File: src/rtl/pipe_pkg.sv
// Shared pipeline definitions for the writeback-port arbiter.
// Register-zero alias, datapath width and arbiter state encoding.
package pipe_pkg;

    localparam logic [4:0] REG_ZERO = 5'd0;
    localparam int         DATA_W   = 32;

    typedef enum logic [1:0] {
        IDLE  = 2'd0,
        HOLD  = 2'd1,
        FORCE = 2'd2
    } arb_state_t;

endpackage

File: src/rtl/wb_port_arbiter_if.sv
// Bus bundle around the register-file write port arbiter.
// slave is the arbiter side, master is the pipeline/unit/regfile side.
interface wb_port_arbiter_if;
    import pipe_pkg::*;

    logic              wb_reg_write;
    logic              wb_m2r;
    logic [4:0]        wb_target;
    logic [DATA_W-1:0] wb_address;
    logic [DATA_W-1:0] wb_data;

    logic              lu_valid;
    logic              lu_ready;
    logic [4:0]        lu_target;
    logic [DATA_W-1:0] lu_result;

    logic              rf_we;
    logic [4:0]        rf_waddr;
    logic [DATA_W-1:0] rf_wdata;

    logic              stall_req;
    logic              pend_valid;
    logic [4:0]        pend_target;

    modport slave (
        input  wb_reg_write, wb_m2r, wb_target,
        input  wb_address, wb_data,
        input  lu_valid, lu_target, lu_result,
        output lu_ready,
        output rf_we, rf_waddr, rf_wdata,
        output stall_req, pend_valid, pend_target
    );

    modport master (
        output wb_reg_write, wb_m2r, wb_target,
        output wb_address, wb_data,
        output lu_valid, lu_target, lu_result,
        input  lu_ready,
        input  rf_we, rf_waddr, rf_wdata,
        input  stall_req, pend_valid, pend_target
    );

endinterface

File: src/rtl/wb_port_arbiter.sv
// Shares the regfile write port between MEM/WB and the long-latency unit.
// Pipeline wins; a parked result drains into free slots or forces a bubble.
module wb_port_arbiter
    import pipe_pkg::*;
#(
    parameter int STARVE_LIMIT = 4
) (
    input  logic               clk,
    input  logic               rst,
    wb_port_arbiter_if.slave   bus
);

    localparam logic [2:0] LIM_M1 = 3'(STARVE_LIMIT - 1);

    arb_state_t        state;
    logic [2:0]        cnt;
    logic [4:0]        hold_target;
    logic [DATA_W-1:0] hold_data;

    logic              wb_we_eff;
    logic [DATA_W-1:0] wb_wdata;
    logic              pend;
    logic              drain;
    logic              kill;
    logic              capture;

    assign wb_we_eff = bus.wb_reg_write && (bus.wb_target != REG_ZERO);
    assign wb_wdata  = bus.wb_m2r ? bus.wb_data : bus.wb_address;
    assign pend      = (state != IDLE);
    assign drain     = pend && !wb_we_eff;
    assign kill      = pend && wb_we_eff && (bus.wb_target == hold_target);
    assign capture   = (state == IDLE) && bus.lu_valid
                     && (bus.lu_target != REG_ZERO);

    assign bus.lu_ready    = rst && (state == IDLE);
    assign bus.stall_req   = (state == FORCE);
    assign bus.pend_valid  = pend;
    assign bus.pend_target = pend ? hold_target : REG_ZERO;

    // Port mux: pipeline write first, then the parked result; quiet in reset.
    always_comb begin
        bus.rf_we    = 1'b0;
        bus.rf_waddr = REG_ZERO;
        bus.rf_wdata = '0;
        if (rst) begin
            if (wb_we_eff) begin
                bus.rf_we    = 1'b1;
                bus.rf_waddr = bus.wb_target;
                bus.rf_wdata = wb_wdata;
            end else if (pend) begin
                bus.rf_we    = 1'b1;
                bus.rf_waddr = hold_target;
                bus.rf_wdata = hold_data;
            end
        end
    end

    // Hold register: loaded on a handshake with a non-zero target.
    always_ff @(posedge clk or negedge rst) begin
        if (!rst) begin
            hold_target <= REG_ZERO;
            hold_data   <= '0;
        end else if (capture) begin
            hold_target <= bus.lu_target;
            hold_data   <= bus.lu_result;
        end
    end

    // State and starvation counter: count blocked HOLD cycles, then force.
    always_ff @(posedge clk or negedge rst) begin
        if (!rst) begin
            state <= IDLE;
            cnt   <= 3'd0;
        end else begin
            unique case (state)
                IDLE: begin
                    cnt <= 3'd0;
                    if (capture) begin
                        state <= HOLD;
                    end
                end
                HOLD: begin
                    if (drain || kill) begin
                        state <= IDLE;
                        cnt   <= 3'd0;
                    end else begin
                        cnt <= cnt + 3'd1;
                        if (cnt == LIM_M1) begin
                            state <= FORCE;
                        end
                    end
                end
                FORCE: begin
                    if (drain || kill) begin
                        state <= IDLE;
                        cnt   <= 3'd0;
                    end
                end
                default: begin
                    state <= IDLE;
                    cnt   <= 3'd0;
                end
            endcase
        end
    end

endmodule

File: src/flat_wrapper.sv
// flat-port wrapper written by rule: the top's interface ports become plain ports
module wb_port_arbiter_flat import pipe_pkg::*;
#(
    parameter int STARVE_LIMIT = 4
)
  (clk, rst, bus_wb_reg_write, bus_wb_m2r, bus_wb_target, bus_wb_address, bus_wb_data, bus_lu_valid, bus_lu_target, bus_lu_result, bus_lu_ready, bus_rf_we, bus_rf_waddr, bus_rf_wdata, bus_stall_req, bus_pend_valid, bus_pend_target);
  wb_port_arbiter_if bus_i ();
  input  logic clk;
  input  logic rst;
  input wire logic [$bits(bus_i.wb_reg_write)-1:0] bus_wb_reg_write;
  input wire logic [$bits(bus_i.wb_m2r)-1:0] bus_wb_m2r;
  input wire logic [$bits(bus_i.wb_target)-1:0] bus_wb_target;
  input wire logic [$bits(bus_i.wb_address)-1:0] bus_wb_address;
  input wire logic [$bits(bus_i.wb_data)-1:0] bus_wb_data;
  input wire logic [$bits(bus_i.lu_valid)-1:0] bus_lu_valid;
  input wire logic [$bits(bus_i.lu_target)-1:0] bus_lu_target;
  input wire logic [$bits(bus_i.lu_result)-1:0] bus_lu_result;
  output wire logic [$bits(bus_i.lu_ready)-1:0] bus_lu_ready;
  output wire logic [$bits(bus_i.rf_we)-1:0] bus_rf_we;
  output wire logic [$bits(bus_i.rf_waddr)-1:0] bus_rf_waddr;
  output wire logic [$bits(bus_i.rf_wdata)-1:0] bus_rf_wdata;
  output wire logic [$bits(bus_i.stall_req)-1:0] bus_stall_req;
  output wire logic [$bits(bus_i.pend_valid)-1:0] bus_pend_valid;
  output wire logic [$bits(bus_i.pend_target)-1:0] bus_pend_target;
  assign bus_i.wb_reg_write = bus_wb_reg_write;
  assign bus_i.wb_m2r = bus_wb_m2r;
  assign bus_i.wb_target = bus_wb_target;
  assign bus_i.wb_address = bus_wb_address;
  assign bus_i.wb_data = bus_wb_data;
  assign bus_i.lu_valid = bus_lu_valid;
  assign bus_i.lu_target = bus_lu_target;
  assign bus_i.lu_result = bus_lu_result;
  assign bus_lu_ready = bus_i.lu_ready;
  assign bus_rf_we = bus_i.rf_we;
  assign bus_rf_waddr = bus_i.rf_waddr;
  assign bus_rf_wdata = bus_i.rf_wdata;
  assign bus_stall_req = bus_i.stall_req;
  assign bus_pend_valid = bus_i.pend_valid;
  assign bus_pend_target = bus_i.pend_target;
  wb_port_arbiter #(.STARVE_LIMIT(STARVE_LIMIT)) u_core (.clk(clk), .rst(rst), .bus(bus_i));
endmodule
File: config.mk
export PLATFORM = sky130hd
export DESIGN_NAME = wb_port_arbiter_flat
export DESIGN_NICKNAME = d
export VERILOG_FILES = /design/src/rtl/pipe_pkg.sv /design/src/rtl/wb_port_arbiter_if.sv /design/src/rtl/wb_port_arbiter.sv /design/src/flat_wrapper.sv
export SDC_FILE = /design/constraint.sdc
export NUM_CORES = 1
export LEC_CHECK = 0
export ABC_AREA = 0
export CORE_MARGIN = 2
export CORE_UTILIZATION = 39
export CTS_CLUSTER_DIAMETER = 50
export DETAILED_ROUTE_END_ITERATION = 16
export PLACE_DENSITY_LB_ADDON = 0.08
export SLEW_MARGIN = 20
export SYNTH_ARGS = -nofsm -noshare
export SYNTH_HDL_FRONTEND = slang
export SYNTH_SLANG_ARGS = --single-unit
File: constraint.sdc
create_clock -name clk -period 2.35 [get_ports clk]
set_clock_uncertainty 0.1 [all_clocks]
set_input_delay 0.47 -clock clk [delete_from_list [all_inputs] [get_ports clk]]
set_output_delay 0.47 -clock clk [all_outputs]
set_load 0.02 [all_outputs]
==> results_tabular.tex <==
\begin{tabular}{lr}
\hline
Metric & Value \\
\hline
\multicolumn{2}{l}{\textbf{Yosys}} \\
Number of storage elements in the synthesis netlist & 42 \\
Summed instance area of the synthesized netlist & 2835 sq um \\
Net Count, Synth & 395 \\
Post-synthesis cell type count & 29 \\
Number of enable-type register cells in the synthesized netlist & 0 \\
Yosys warning count & 0 \\
Average cell area after synthesis & 10.05 sq um \\
Prevailing post-synth register cell & sky130\_fd\_sc\_hd\_\_dfrtp\_1 \\
Synth async-reset ratio & 100.0\% \\
Synthesized instance count & 282 \\
Share of the yosys chip area belonging to registers & 37.07\% \\
\multicolumn{2}{l}{\textbf{Drt}} \\
Post-route met1 wirelength & 3505 microns \\
Length of the first detailed-routing pass in iterations & 5 \\
Via count & 2750 \\
Met3 WL post-DR & 578 microns \\
Initial drt markers & 68 \\
Top Metal Used & met4 \\
WL final & 8298 microns \\
Antenna Nets Post-Route & 0 \\
DRC Markers & 0 \\
Wirelength per Cell & 14.74 microns \\
Detail-routed via count per cell & 4.885 \\
Routed length on met2 & 4097 microns \\
\multicolumn{2}{l}{\textbf{Global route}} \\
Via count of the first global-routing pass & 2653 \\
Largest net degree at the start of global routing & 56 \\
Overall routing resource usage & 20.84\% \\
Total global routing overflow & 0 \\
Global-route wire length before repair & 12730 microns \\
Antenna violations before repair & 0 \\
\multicolumn{2}{l}{\textbf{CTS}} \\
Root buf cell & sky130\_fd\_sc\_hd\_\_clkbuf\_8 \\
Clk sink count & 42 \\
Clock latency on the worst-skew pair & 0.30 ns \\
Maximum buffer depth of the clock tree & 2 \\
Max H-tree Level & 2 \\
Number of buffers added to fix hold violations after cts & 0 \\
CTS tree & done \\
Number of buffers created by CTS & 5 \\
Clock transition at the register clock pins on the worst setup and hold paths after CTS & 0.09 ns \\
\multicolumn{2}{l}{\textbf{Floorplanning}} \\
Die outline width & 89.27 microns \\
Count of standard-cell rows & 31 \\
Vertical extent of the die & 89.27 microns \\
Boundary pin count & 157 \\
Area of the die & 7968 sq um \\
Placeable Area & 7137 sq um \\
Starting density of the core & 39.73\% \\
\multicolumn{2}{l}{\textbf{STA}} \\
Setup repair after global routing missed its margin & yes \\
Highest clock rate & 380.8 MHz \\
Relative max-transition margin & 81.91\% \\
Min Tclk post-route & 2.626 ns \\
Share of the cycle needed by the critical path after routing & 111.8\% \\
Final hold violations & 0 \\
Worst setup slack after layout & -0.2763 ns \\
Final-report setup violation count & 38 \\
Worst-Margin Slew & 0.2639 ns \\
Setup\_tns & -7.675 ns \\
Worst slack on hold paths & 0.04287 ns \\
Number of max-slew violations in the final report & 0 \\
\multicolumn{2}{l}{\textbf{Cells and area}} \\
Share of post-route cells with drive strength above 1 & 31.68\% \\
Post-layout util & 68.90\% \\
Multi-input logic area & 1683 sq um \\
Area grow syn2layout & 73.43\% \\
Net count, final & 576 \\
Sequential cell area & 1051 sq um \\
Most frequent standard cell in the layout excluding fill and tap cells & sky130\_fd\_sc\_hd\_\_clkdlybuf4s50\_1 \\
Most frequent cells in the layout & sky130\_fd\_sc\_hd\_\_clkdlybuf4s50\_1, sky130\_fd\_sc\_hd\_\_dfrtp\_1, sky130\_fd\_sc\_hd\_\_mux2\_2, sky130\_fd\_sc\_hd\_\_buf\_4, sky130\_fd\_sc\_hd\_\_nor2\_1 \\
Antenna diode instance count & 0 \\
Filler instances & 614 \\
\multicolumn{2}{l}{\textbf{Place}} \\
Worst slack, placed & -1.033 ns \\
I/O Buffers & 156 \\
Final estimated routing congestion in global placement & 0.7669 \\
Detail Placement HPWL & 5830 microns \\
\multicolumn{2}{l}{\textbf{Setup path}} \\
Endpoint of the worst register-to-register path & u\_core.hold\_data[7] \\
Critical R2R Launch & u\_core.state[0] \\
CP max FO & 5 \\
Kind of end point of the critical path & output port \\
Internal reg-to-reg setup slack & 0.80 ns \\
Startpoint-to-endpoint class of the critical path & in2out \\
Critical Path AT & 2.06 ns \\
Number of cells on the worst reg-to-reg path & 5 \\
WP data required & 1.78 ns \\
Startpoint class of the critical path & input port \\
\multicolumn{2}{l}{\textbf{Worst hold path}} \\
Path category of the worst min-delay check & in2async \\
\multicolumn{2}{l}{\textbf{Flow run}} \\
Number of violations of the max-capacitance limit & 0 \\
\multicolumn{2}{l}{\textbf{Outcome}} \\
Result of the run & finished with violations \\
Failing checks & setup timing \\
\multicolumn{2}{l}{\textbf{Power}} \\
Power density cells & 549.1 nW/um\^{}2 \\
Leakage dissipation & 2.321 nW \\
Worst ir drop on vdd & 312.7 uV \\
\hline
\end{tabular}
## critical path, cell delays in order
cell and delay [ns]:
sky130_fd_sc_hd__buf_6 0.09, sky130_fd_sc_hd__or4_4 0.53, sky130_fd_sc_hd__o21ai_4 0.16, sky130_fd_sc_hd__buf_6 0.15, sky130_fd_sc_hd__buf_12 0.11, sky130_fd_sc_hd__buf_16 0.11, sky130_fd_sc_hd__and3_4 0.17, sky130_fd_sc_hd__o21a_1 0.14
sky130_fd_sc_hd__buf_6 0.13
## logic make-up after synthesis
| logic type | Yosys count | synth area share [%] |
|---|---|---|
| simple gates | 93 | 16.37 |
| mux | 68 | 25.60 |
| buf+inv | 25 | 5.737 |
| compound gates | 47 | 12.80 |
| xor+xnor | 5 | 1.545 |
| fa+ha+maj | 2 | 0.8825 |
| flops | 42 | 37.07 |
## registers in the layout, indices dropped and copies added, names as in the netlist
register	flops
u_core.cnt	3
u_core.hold_data	32
u_core.hold_target	5
u_core.state	2
## cells in the mapped netlist, types with 2 or more instances
master	n	area share (%)
sky130_fd_sc_hd__ha_1	2	0.88
sky130_fd_sc_hd__xnor2_1	2	0.62
sky130_fd_sc_hd__buf_2	4	0.71
sky130_fd_sc_hd__o21a_1	32	8.5
sky130_fd_sc_hd__xor2_1	3	0.93
sky130_fd_sc_hd__nand2_1	10	1.3
sky130_fd_sc_hd__nor2_1	39	5.2
sky130_fd_sc_hd__inv_1	2	0.26
sky130_fd_sc_hd__and2_1	6	1.3
sky130_fd_sc_hd__nor2b_1	2	0.44
sky130_fd_sc_hd__clkbuf_1	9	1.2
sky130_fd_sc_hd__dfrtp_1	42	37
sky130_fd_sc_hd__a21oi_1	3	0.53
sky130_fd_sc_hd__mux2_2	36	14
sky130_fd_sc_hd__and3_1	32	7.1
sky130_fd_sc_hd__buf_4	3	0.79
sky130_fd_sc_hd__a21boi_0	6	1.6
sky130_fd_sc_hd__mux2i_1	32	11
sky130_fd_sc_hd__buf_6	7	2.8
## metrics by stage
step,power (mW),std cells,area [sq um]
CTS,2.707,560,4873
finish,2.700,563,4917
detailed placement,2.205,541,4674
global route,2.866,563,4917
floorplan,1.652,282,2855
global placement,2.182,541,4674
## timing repair
action                                  4_1_cts  5_1_grt
endpoints found under the setup margin       43       44
cloned                                        3        0
gates resized for setup                     223       16
setup buffers                                 8        4
pin swaps                                     4        7
## layout make-up
cell class / count / area share (%)
clock buffers: 7 / 1.756
inverters: 2 / 0.1527
well taps: 99 / 2.519
flip-flops and latches: 42 / 21.37
clock inverters: 1 / 0.1018
multi-input cells: 215 / 34.22
repair buffers: 197 / 39.87
## worst max-delay path by stage
stage / from / to / slack, ns / cells after the start
6_report: bus_wb_target[4] / bus_rf_wdata[1] / -0.28 / 9
3_5_place_dp: bus_wb_target[1] / bus_rf_wdata[0] / -1.03 / 7
5_1_grt: bus_wb_target[4] / bus_rf_wdata[1] / -0.32 / 9
3_3_place_gp: bus_wb_target[1] / bus_rf_wdata[0] / -1.01 / 7
2_1_floorplan: bus_wb_target[1] / bus_rf_wdata[29] / -0.01 / 5
4_1_cts: bus_wb_target[4] / bus_rf_wdata[1] / -0.27 / 9
## per-layer routing
layer  vias up  GRT usage [%]
met3        11          5.078
met1      1287          26.08
met2        95          36.36
li1       1357              -
met4         0          4.749
met5         -              0
## power by group
| part | leakage [nW] | internal (mW) | total, mW | switching [mW] |
|---|---|---|---|---|
| registers | 0.500 | 0.916 | 1.02 | 0.102 |
| clock network | 0.0482 | 0.237 | 0.485 | 0.248 |
| logic | 1.77 | 0.698 | 1.20 | 0.499 |
| total | 2.32 | 1.85 | 2.70 | 0.848 |
(Power assumes the default switching activity.)
